File: src/rtl/if_stage.sv
// Instruction-fetch stage: owns the fetch PC, issues in-order fetch requests,
// buffers returned instructions in a slot queue and hands them to decode.
module if_stage #(
  parameter logic [63:0] RESET_PC = 64'h0000_0000_8000_0000,
  parameter int unsigned DEPTH    = 4
) (
  input  logic        clk,
  input  logic        rst,
  input  logic        jump_valid,
  input  logic [63:0] jump_target,
  output logic        imem_req_valid,
  input  logic        imem_req_ready,
  output logic [63:0] imem_addr,
  input  logic        imem_rsp_valid,
  input  logic [31:0] imem_rdata,
  output logic        inst_valid,
  input  logic        id_ready,
  output logic [31:0] inst,
  output logic [63:0] inst_addr
);

  localparam int unsigned PTR_W = (DEPTH > 1) ? $clog2(DEPTH) : 1;
  localparam int unsigned CNT_W = PTR_W + 1;

  typedef enum logic [1:0] {
    SLOT_EMPTY,
    SLOT_PENDING,
    SLOT_READY
  } slot_state_e;

  logic [63:0]      pc;
  logic [63:0]      slot_addr  [DEPTH];
  logic [31:0]      slot_inst  [DEPTH];
  slot_state_e      slot_state [DEPTH];
  logic [PTR_W-1:0] alloc_ptr;
  logic [PTR_W-1:0] fill_ptr;
  logic [PTR_W-1:0] rd_ptr;
  logic [CNT_W-1:0] used;
  logic [CNT_W-1:0] drop_cnt;

  logic [CNT_W:0]   occupancy;
  logic [CNT_W-1:0] pending_cnt;
  logic [CNT_W:0]   inflight;
  logic [CNT_W-1:0] next_drop;
  logic [63:0]      jump_pc;
  logic             req_fire;
  logic             take;
  logic             drop_rsp;
  logic             fill_rsp;

  // Request, delivery and response classification for this cycle.
  always_comb begin
    occupancy      = {1'b0, used} + {1'b0, drop_cnt};
    imem_req_valid = ~jump_valid & (occupancy < (CNT_W+1)'(DEPTH));
    req_fire       = imem_req_valid & imem_req_ready;
    inst_valid     = (slot_state[rd_ptr] == SLOT_READY) & ~jump_valid;
    take           = inst_valid & id_ready;
    drop_rsp       = imem_rsp_valid & (drop_cnt != '0);
    fill_rsp       = imem_rsp_valid & (drop_cnt == '0) & (slot_state[fill_ptr] == SLOT_PENDING);
    imem_addr      = pc;
    inst           = slot_inst[rd_ptr];
    inst_addr      = slot_addr[rd_ptr];
    jump_pc        = jump_target & ~64'h3;
  end

  // Responses still owed by memory after a redirect; one arriving now is already accounted.
  always_comb begin
    pending_cnt = '0;
    for (int unsigned i = 0; i < DEPTH; i++) begin
      if (slot_state[PTR_W'(i)] == SLOT_PENDING) begin
        pending_cnt = pending_cnt + CNT_W'(1);
      end
    end
    inflight = {1'b0, pending_cnt} + {1'b0, drop_cnt};
    if (imem_rsp_valid && (inflight != '0)) begin
      next_drop = CNT_W'(inflight - (CNT_W+1)'(1));
    end else begin
      next_drop = CNT_W'(inflight);
    end
  end

  // PC, slot queue, pointers and stale-response counter.
  always_ff @(posedge clk or negedge rst) begin
    if (!rst) begin
      pc        <= RESET_PC;
      alloc_ptr <= '0;
      fill_ptr  <= '0;
      rd_ptr    <= '0;
      used      <= '0;
      drop_cnt  <= '0;
      for (int unsigned i = 0; i < DEPTH; i++) begin
        slot_state[PTR_W'(i)] <= SLOT_EMPTY;
        slot_addr[PTR_W'(i)]  <= '0;
        slot_inst[PTR_W'(i)]  <= '0;
      end
    end else if (jump_valid) begin
      pc        <= jump_pc;
      alloc_ptr <= '0;
      fill_ptr  <= '0;
      rd_ptr    <= '0;
      used      <= '0;
      drop_cnt  <= next_drop;
      for (int unsigned i = 0; i < DEPTH; i++) begin
        slot_state[PTR_W'(i)] <= SLOT_EMPTY;
      end
    end else begin
      if (drop_rsp) begin
        drop_cnt <= drop_cnt - CNT_W'(1);
      end
      if (fill_rsp) begin
        slot_inst[fill_ptr]  <= imem_rdata;
        slot_state[fill_ptr] <= SLOT_READY;
        fill_ptr             <= fill_ptr + PTR_W'(1);
      end
      if (req_fire) begin
        slot_addr[alloc_ptr]  <= pc;
        slot_state[alloc_ptr] <= SLOT_PENDING;
        alloc_ptr             <= alloc_ptr + PTR_W'(1);
        pc                    <= pc + 64'd4;
      end
      if (take) begin
        slot_state[rd_ptr] <= SLOT_EMPTY;
        rd_ptr             <= rd_ptr + PTR_W'(1);
      end
      used <= used + CNT_W'(req_fire) - CNT_W'(take);
    end
  end

endmodule

File: config.mk
export PLATFORM = sky130hd
export DESIGN_NAME = if_stage
export DESIGN_NICKNAME = d
export VERILOG_FILES = /design/src/rtl/if_stage.sv
export SDC_FILE = /design/constraint.sdc
export NUM_CORES = 1
export LEC_CHECK = 0
export ABC_AREA = 1
export BUFFER_PORTS_ARGS = -buffer_cell sky130_fd_sc_hd__buf_2
export CELL_PAD_IN_SITES_DETAIL_PLACEMENT = 1
export CELL_PAD_IN_SITES_GLOBAL_PLACEMENT = 1
export CORE_UTILIZATION = 35
export DETAILED_ROUTE_END_ITERATION = 7
export GPL_TIMING_DRIVEN = 0
export PLACE_DENSITY = 0.67
export SKIP_LAST_GASP = 1
export SYNTH_ARGS = -nofsm -noshare
export SYNTH_HDL_FRONTEND = slang
export SYNTH_SLANG_ARGS = --single-unit
export TNS_END_PERCENT = 20
File: constraint.sdc
create_clock -name clk -period 2.87 [get_ports clk]
set_clock_uncertainty 0.15 [all_clocks]
set_input_delay 0.287 -clock clk [delete_from_list [all_inputs] [get_ports clk]]
set_output_delay 0.287 -clock clk [all_outputs]
set_load 0.02 [all_outputs]
==> flow_metrics.env, run 1 <==
export IMPL_vias_per_cell=5.31
export IMPL_grt_max_degree=122
export IMPL_cts_tree="built"
export IMPL_grt_pass1_wl_mm=142
export IMPL_crit_type="register to register"
export IMPL_avgSynthCellArea_um2=7.93
export IMPL_cts_buffers=53
export IMPL_fp_dieW_um=254
export IMPL_clkTransAtPathRegs_ns=0.06
export IMPL_startpoint_type="register"
export IMPL_dr_first_iter_drc_count=1392
export IMPL_p_leak_nw=13.5
export IMPL_fin_util_pct=45.1
export IMPL_coreArea_um2=62200
export IMPL_hp_class="primary input to register"
export IMPL_area_growth_pct=26.1
export IMPL_drive_gt1_share_pct=16.1
export IMPL_drc=0
export IMPL_synth_edf_count=0
export IMPL_end_kind="register"
export IMPL_yosysWarnings=0
export IMPL_rsz0062_at_grt="true"
export IMPL_cts_root_buf="clkbuf_16"
export IMPL_netlist_area_um2=22200
export IMPL_synth_area_leaders="dfrtp_1 (51%), nand2_1 (13%), o21ai_0 (11%)"
export IMPL_highest_layer="met4"
export IMPL_hold_viol_final=0
export IMPL_powerDensity_nw_per_um2=808
export IMPL_yosysMostFrequentCell="nand2_1"
export IMPL_dr_pass1_iters=7
export IMPL_irDropWorstVdd_uv=425
export IMPL_synth_distinct_cells=35
export IMPL_synth_top_cell_by_area="dfrtp_1"
export IMPL_final_antenna_net_count=0
export IMPL_max_freq_mhz=340
export IMPL_wl_met3_mm=4.54
export IMPL_antenna_found_initial=5
export IMPL_place_hpwl_mm=66.5
export IMPL_gp_congestion=0.964
export IMPL_synthCells=2799
export IMPL_track_usage_pct=29.1
export IMPL_dp_cells=3898
export IMPL_clkLatencyLatePin_ns=0.61
export IMPL_nFillCells=7589
export IMPL_drv_cap=0
export IMPL_worstPathArrival_ns=3.28
export IMPL_period_share_pct=103
export IMPL_wl_met1_mm=39.8
export IMPL_synth_common_cells="nand2_1 (776), o21ai_0 (488), dfrtp_1 (457)"
export IMPL_setup_ws_ns=-0.0740
export IMPL_min_period_ns=2.94
export IMPL_synth_top_area_share_pct=51.5
export IMPL_final_setup_viol_count=5
export IMPL_synthArstFlopShare_pct=100
export IMPL_grt_remaining_overflow=0
export IMPL_status="complete, but fails checks"
export IMPL_fin_nets=3358
export IMPL_violations="negative setup slack"
export IMPL_die_area_um2=64500
export IMPL_first_global_vias=23300
export IMPL_wl_per_cell_um=22.6
export IMPL_required_ns=3.21
export IMPL_rows=91
export IMPL_clockBufferDepth=3
export IMPL_h_tree_depth=2
export IMPL_vias=21900
export IMPL_worst_pin_slew_ns=0.727
export IMPL_slew_violations=0
export IMPL_layout_cells_non_filler=4112
export IMPL_io_buffers=255
export IMPL_dr_wl_met2_mm=44.9
export IMPL_setup_tns_ns=-0.238
export IMPL_pin_count=264
export IMPL_yosysSeqAreaShare_pct=51.6
export IMPL_initial_utilization_pct=35.7
export IMPL_relSlewSlack_pct=51.6
export IMPL_ys_ff_latch=458
export IMPL_dieHeight_um=254
export IMPL_synth_flop_cell="dfrtp_1"
export IMPL_clock_sinks=458
export IMPL_routed_wirelength_mm=92.8
export IMPL_worstPathMaxFanout=3
[critical path, cell delays in order, from the launching register on]
cell and delay (ns):
dfrtp_1 0.36, inv_2 0.08, nor2_4 0.12, nand3_2 0.09, nand2_2 0.08, xor2_2 0.15
inv_1 0.05, ha_1 0.28, inv_2 0.03, o21ai_2 0.12, inv_1 0.07, fa_1 0.47
ha_2 0.20, nand4_1 0.14, nand2_1 0.10, nand2_1 0.09, nand3_1 0.07, nand2_1 0.10
nand2_1 0.06
[layer usage]
layer  vias up  track usage, %
met5         -               0
met4         0            11.7
met3       155            3.62
met2       605            49.0
met1     11100            37.8
li1      10000               -
[placed cells by master (no fill, tap or decap), types with 3 or more instances in the layout]
master / instances
buf_2: 291
dfrtp_2: 4
nor2_1: 334
buf_4: 20
nand3_1: 76
dlygate4sd3_1: 99
clkbuf_8: 19
clkbuf_16: 57
xor2_1: 31
buf_12: 3
clkbuf_1: 51
conb_1: 4
o221ai_1: 3
buf_16: 4
inv_1: 150
inv_2: 5
o22ai_1: 83
diode_2: 4
buf_1: 7
nand2_4: 8
clkbuf_4: 21
o22ai_2: 11
o21ai_0: 485
nor2_2: 3
nand4_1: 19
a21oi_1: 5
clkbuf_2: 33
ha_1: 22
clkinv_2: 3
dfrtp_1: 453
bufinv_16: 6
o21ai_1: 126
o211ai_1: 13
buf_6: 18
nand2_1: 775
clkinvlp_4: 3
[logic make-up (layout without fill, tap and decap cells)]
logic type / Yosys count / after routing / synth area share, %
adder cells (fa/ha/maj): 26 / 26 / 1.53
XOR/XNOR: 35 / 35 / 1.38
AO/OA/AOI/OAI: 729 / 729 / 17.2
AND/OR/NAND/NOR: 1227 / 1227 / 21.9
flip-flops: 458 / 458 / 51.6
other: 1 / 8 / 0.0169
buffers and inverters: 323 / 792 / 6.38
[power breakdown]
group	internal (W)	switching, W	leakage [nW]	total (W)
Combinational	0.00212	0.00403	6.54	0.00615
Clock	0.00440	0.00285	0.899	0.00725
Sequential	0.00805	0.00118	6.09	0.00924
[path summary, 6_finish.rpt]
check                              startpoint  cells after the start  slack, ns              to
worst max-delay path            slot_state[6]                     18      -0.07     drop_cnt[1]
min in group asynchronous                 rst                      3       0.53   slot_inst[24]
worst max register to register  slot_state[6]                     18      -0.07     drop_cnt[1]
worst min-delay path                 id_ready                      5       0.03       rd_ptr[1]
max in group asynchronous                 rst                      5       0.72  slot_addr[171]
worst min register to register  slot_inst[79]                      2       0.33   slot_inst[79]
[state kept, by name, summed over array words and instances (netlist names)]
name        cells
fill_ptr        2
used            3
drop_cnt        3
imem_addr      62
rd_ptr          2
slot_state      8
slot_addr     248
slot_inst     128
alloc_ptr       2
[through the flow]
step                hold slack (ns)  total power [W]  instance area (um2)  worst slack (ns)
floorplan                    -0.159           0.0126                22200           0.00654
global placement              0.311           0.0149                24500             -8.19
detailed placement           0.0426           0.0152                24700            -0.798
CTS                         0.00173           0.0227                27900           -0.0442
global route                 0.0461           0.0238                28000            -0.323
finish                       0.0252           0.0226                28000           -0.0740
[repair_timing]
action                                 in CTS  in global routing
endpoints found under the hold margin     546                  0
pin swaps                                  15                  4
setup endpoints to repair                 109                 53
gates resized for setup                   122                 21
buffers inserted                           10                  5
hold buffers                               99                  0
[final cells by class]
| type | instances | area [um2] | area share [%] |
|---|---|---|---|
| flip-flops and latches | 458 | 11500 | 40.9 |
| multi-input cells | 2021 | 9470 | 33.8 |
| repair buffers | 373 | 2510 | 8.98 |
| clock buffers | 85 | 1630 | 5.82 |
| plain buffers | 166 | 1070 | 3.82 |
| well taps | 837 | 1050 | 3.74 |
| inverters | 157 | 597 | 2.13 |
| clock inverters | 11 | 211 | 0.755 |
| diodes | 4 | 10.0 | 0.0357 |
(Power assumes the default switching activity.)
==> run 2: changes to the inputs <==
--- a/config.mk
+++ b/config.mk
@@ -13,7 +13,6 @@
 export DETAILED_ROUTE_END_ITERATION = 7
 export GPL_TIMING_DRIVEN = 0
 export PLACE_DENSITY = 0.67
-export SKIP_LAST_GASP = 1
 export SYNTH_ARGS = -nofsm -noshare
 export SYNTH_HDL_FRONTEND = slang
 export SYNTH_SLANG_ARGS = --single-unit
==> flow_metrics.env, run 2 (synthesis results as in run 1) <==
export IMPL_dr_first_iter_drc_count=1408
export IMPL_area_growth_pct=26.1
export IMPL_highest_layer="met4"
export IMPL_dieHeight_um=254
export IMPL_required_ns=3.21
export IMPL_startpoint_type="register"
export IMPL_drive_gt1_share_pct=16.0
export IMPL_wl_met1_mm=39.7
export IMPL_final_setup_viol_count=3
export IMPL_irDropWorstVdd_uv=427
export IMPL_crit_type="register to register"
export IMPL_cp_endpoint="drop_cnt[1]"
export IMPL_first_global_vias=23300
export IMPL_clockBufferDepth=3
export IMPL_place_area_um2=24700
export IMPL_place_hpwl_mm=66.5
export IMPL_status="complete, but fails checks"
export IMPL_vias_per_cell=5.32
export IMPL_worstPathMaxFanout=3
export IMPL_period_share_pct=102
export IMPL_drv_cap=0
export IMPL_clkLatencyLatePin_ns=0.61
export IMPL_largest_reg_flops=248
export IMPL_regToRegStartpoint="slot_state[7]"
export IMPL_vias=21900
export IMPL_h_tree_depth=2
export IMPL_crit_family="adder cells"
export IMPL_crit_chain="nor2_4 -> nand3_2 -> nand2_2 -> xor2_2 -> inv_1 -> ha_1 -> inv_2 -> o21ai_2 -> inv_1 -> fa_1 -> ha_2 -> nand4_1 -> nand2_1 -> nand2_1 -> nand3_1 -> nand2_1 -> nand2_1"
export IMPL_cts_root_buf="clkbuf_16"
export IMPL_hp_class="primary input to register"
export IMPL_grt_remaining_overflow=0
export IMPL_worst_pin_slew_ns=0.731
export IMPL_antenna_found_initial=5
export IMPL_max_freq_mhz=340
export IMPL_dp_cells=3898
export IMPL_routed_wirelength_mm=92.8
export IMPL_cts_tree="built"
export IMPL_fp_dieW_um=254
export IMPL_r2r_slack_ns=-0.07
export IMPL_gp_congestion=0.964
export IMPL_io_buffers=255
export IMPL_layout_cells_non_filler=4110
export IMPL_min_period_ns=2.94
export IMPL_final_antenna_net_count=0
export IMPL_final_common_cell="nand2_1"
export IMPL_end_kind="register"
export IMPL_cp_num_buf_inv=3
export IMPL_relSlewSlack_pct=51.2
export IMPL_whs_ns=-0.00145
export IMPL_grt_max_degree=122
export IMPL_track_usage_pct=29.1
export IMPL_initial_utilization_pct=35.7
export IMPL_p_leak_nw=13.5
export IMPL_setup_ws_ns=-0.0715
export IMPL_clkTransAtPathRegs_ns=0.06
export IMPL_worst_r2r_cell_count=17
export IMPL_die_area_um2=64500
export IMPL_rows=91
export IMPL_layout_common_cells="nand2_1 (775), o21ai_0 (477), dfrtp_1 (454), nor2_1 (334), buf_2 (291)"
export IMPL_hold_viol_final=1
export IMPL_drc=0
export IMPL_worstPathArrival_ns=3.29
export IMPL_pin_count=264
export IMPL_dr_wl_met2_mm=44.8
export IMPL_dr_pass1_iters=8
export IMPL_wl_met3_mm=4.56
export IMPL_crit_path_top_delay_cell="fa_1"
export IMPL_max_stage_delay_ns=0.47
export IMPL_regMostFlops="slot_addr"
export IMPL_clock_sinks=458
export IMPL_fin_nets=3356
export IMPL_wl_per_cell_um=22.6
export IMPL_fin_area_um2=28000
export IMPL_violations="negative hold slack, negative setup slack"
export IMPL_cpMostUsedCell="nand2_1"
export IMPL_cts_buffers=53
export IMPL_slew_violations=0
export IMPL_grt_pass1_wl_mm=142
export IMPL_rsz0062_at_grt="true"
export IMPL_r2r_end="drop_cnt[1]"
export IMPL_coreArea_um2=62200
export IMPL_powerDensity_nw_per_um2=808
export IMPL_crit_cells=17
export IMPL_worstSetupStartpoint="slot_state[7]"
==> run 2: cell count changes in the layout (fill, tap and decap cells not counted), sizes merged <==
cell,change
clkbuf,-3
buf,+2
dlygate4sd3,-1
==> run 2: worst min-delay path by stage <==
| stage | startpoint | to | slack (ns) | cells past startpoint |
|---|---|---|---|---|
| 5_1_grt | imem_req_ready | imem_addr[5] | 0.007 | 3 |
| 3_5_place_dp | rst | slot_inst[25] | 0.04 | 1 |
| 4_1_cts | imem_req_ready | imem_addr[4] | 0.002 | 3 |
| 3_3_place_gp | slot_inst[67] | slot_inst[67] | 0.31 | 2 |
| 6_report | imem_req_ready | imem_addr[4] | -0.001 | 3 |
| 2_1_floorplan | rst | alloc_ptr[0] | -0.16 | 0 |
==> run 2: worst reg2reg max path, delay by kind of cell (launching register included) <==
| family | cells | cell delay (ns) |
|---|---|---|
| buffers and inverters | 3 | 0.16 |
| AOI/OAI and AO/OA | 1 | 0.12 |
| adders and majority gates | 3 | 0.95 |
| DFF | 1 | 0.45 |
| and+or+nand+nor | 9 | 0.85 |
| xor gates and xnor gates | 1 | 0.15 |
==> run 2: metrics by stage <==
stage	utilization, %	total power [W]	hold WS (ns)	TNS, ns	worst slack, ns
after floorplan	-	0.0126	-0.159	0	0.00654
after global placement	39.5	0.0149	0.311	-3766.90	-8.19
after detailed placement	39.7	0.0152	0.0426	-55.22	-0.798
after CTS	44.9	0.0227	0.00165	-0.0773	-0.0442
after global routing	45.0	0.0239	0.00687	-0.928	-0.302
final	45.1	0.0226	-0.00145	-0.142	-0.0715
==> run 2: what timing repair did <==
| action | 4_1_cts | 5_1_grt |
|---|---|---|
| hold buffers | 98 | 0 |
| setup buffers | 10 | 4 |
| setup endpoints to repair | 109 | 54 |
| endpoints found under the hold margin | 546 | 0 |
| gates resized for setup | 123 | 35 |
| pin swaps | 15 | 5 |
==> run 2: power breakdown <==
group	total (W)	switching (W)	internal, W
logic	0.00615	0.00402	0.00212
clock network	0.00725	0.00285	0.00440
registers	0.00924	0.00119	0.00805
total	0.0226	0.00807	0.0146
==> run 2: cell type report <==
cell class | count | area [um2]
antenna | 4 | 10.0
buffer | 166 | 1080
clock buffer | 85 | 1630
clock inverter | 11 | 211
fill | 7587 | 34200
inverter | 157 | 597
multi-input combinational | 2021 | 9470
sequential | 458 | 11500
tap | 837 | 1050
timing repair buffer | 371 | 2500
==> run 2: metal layers <==
layer / vias up / GRT usage, %
li1: 10000 / -
met1: 11100 / 37.8
met2: 588 / 49.0
met3: 157 / 3.62
met4: 0 / 11.7
met5: - / 0
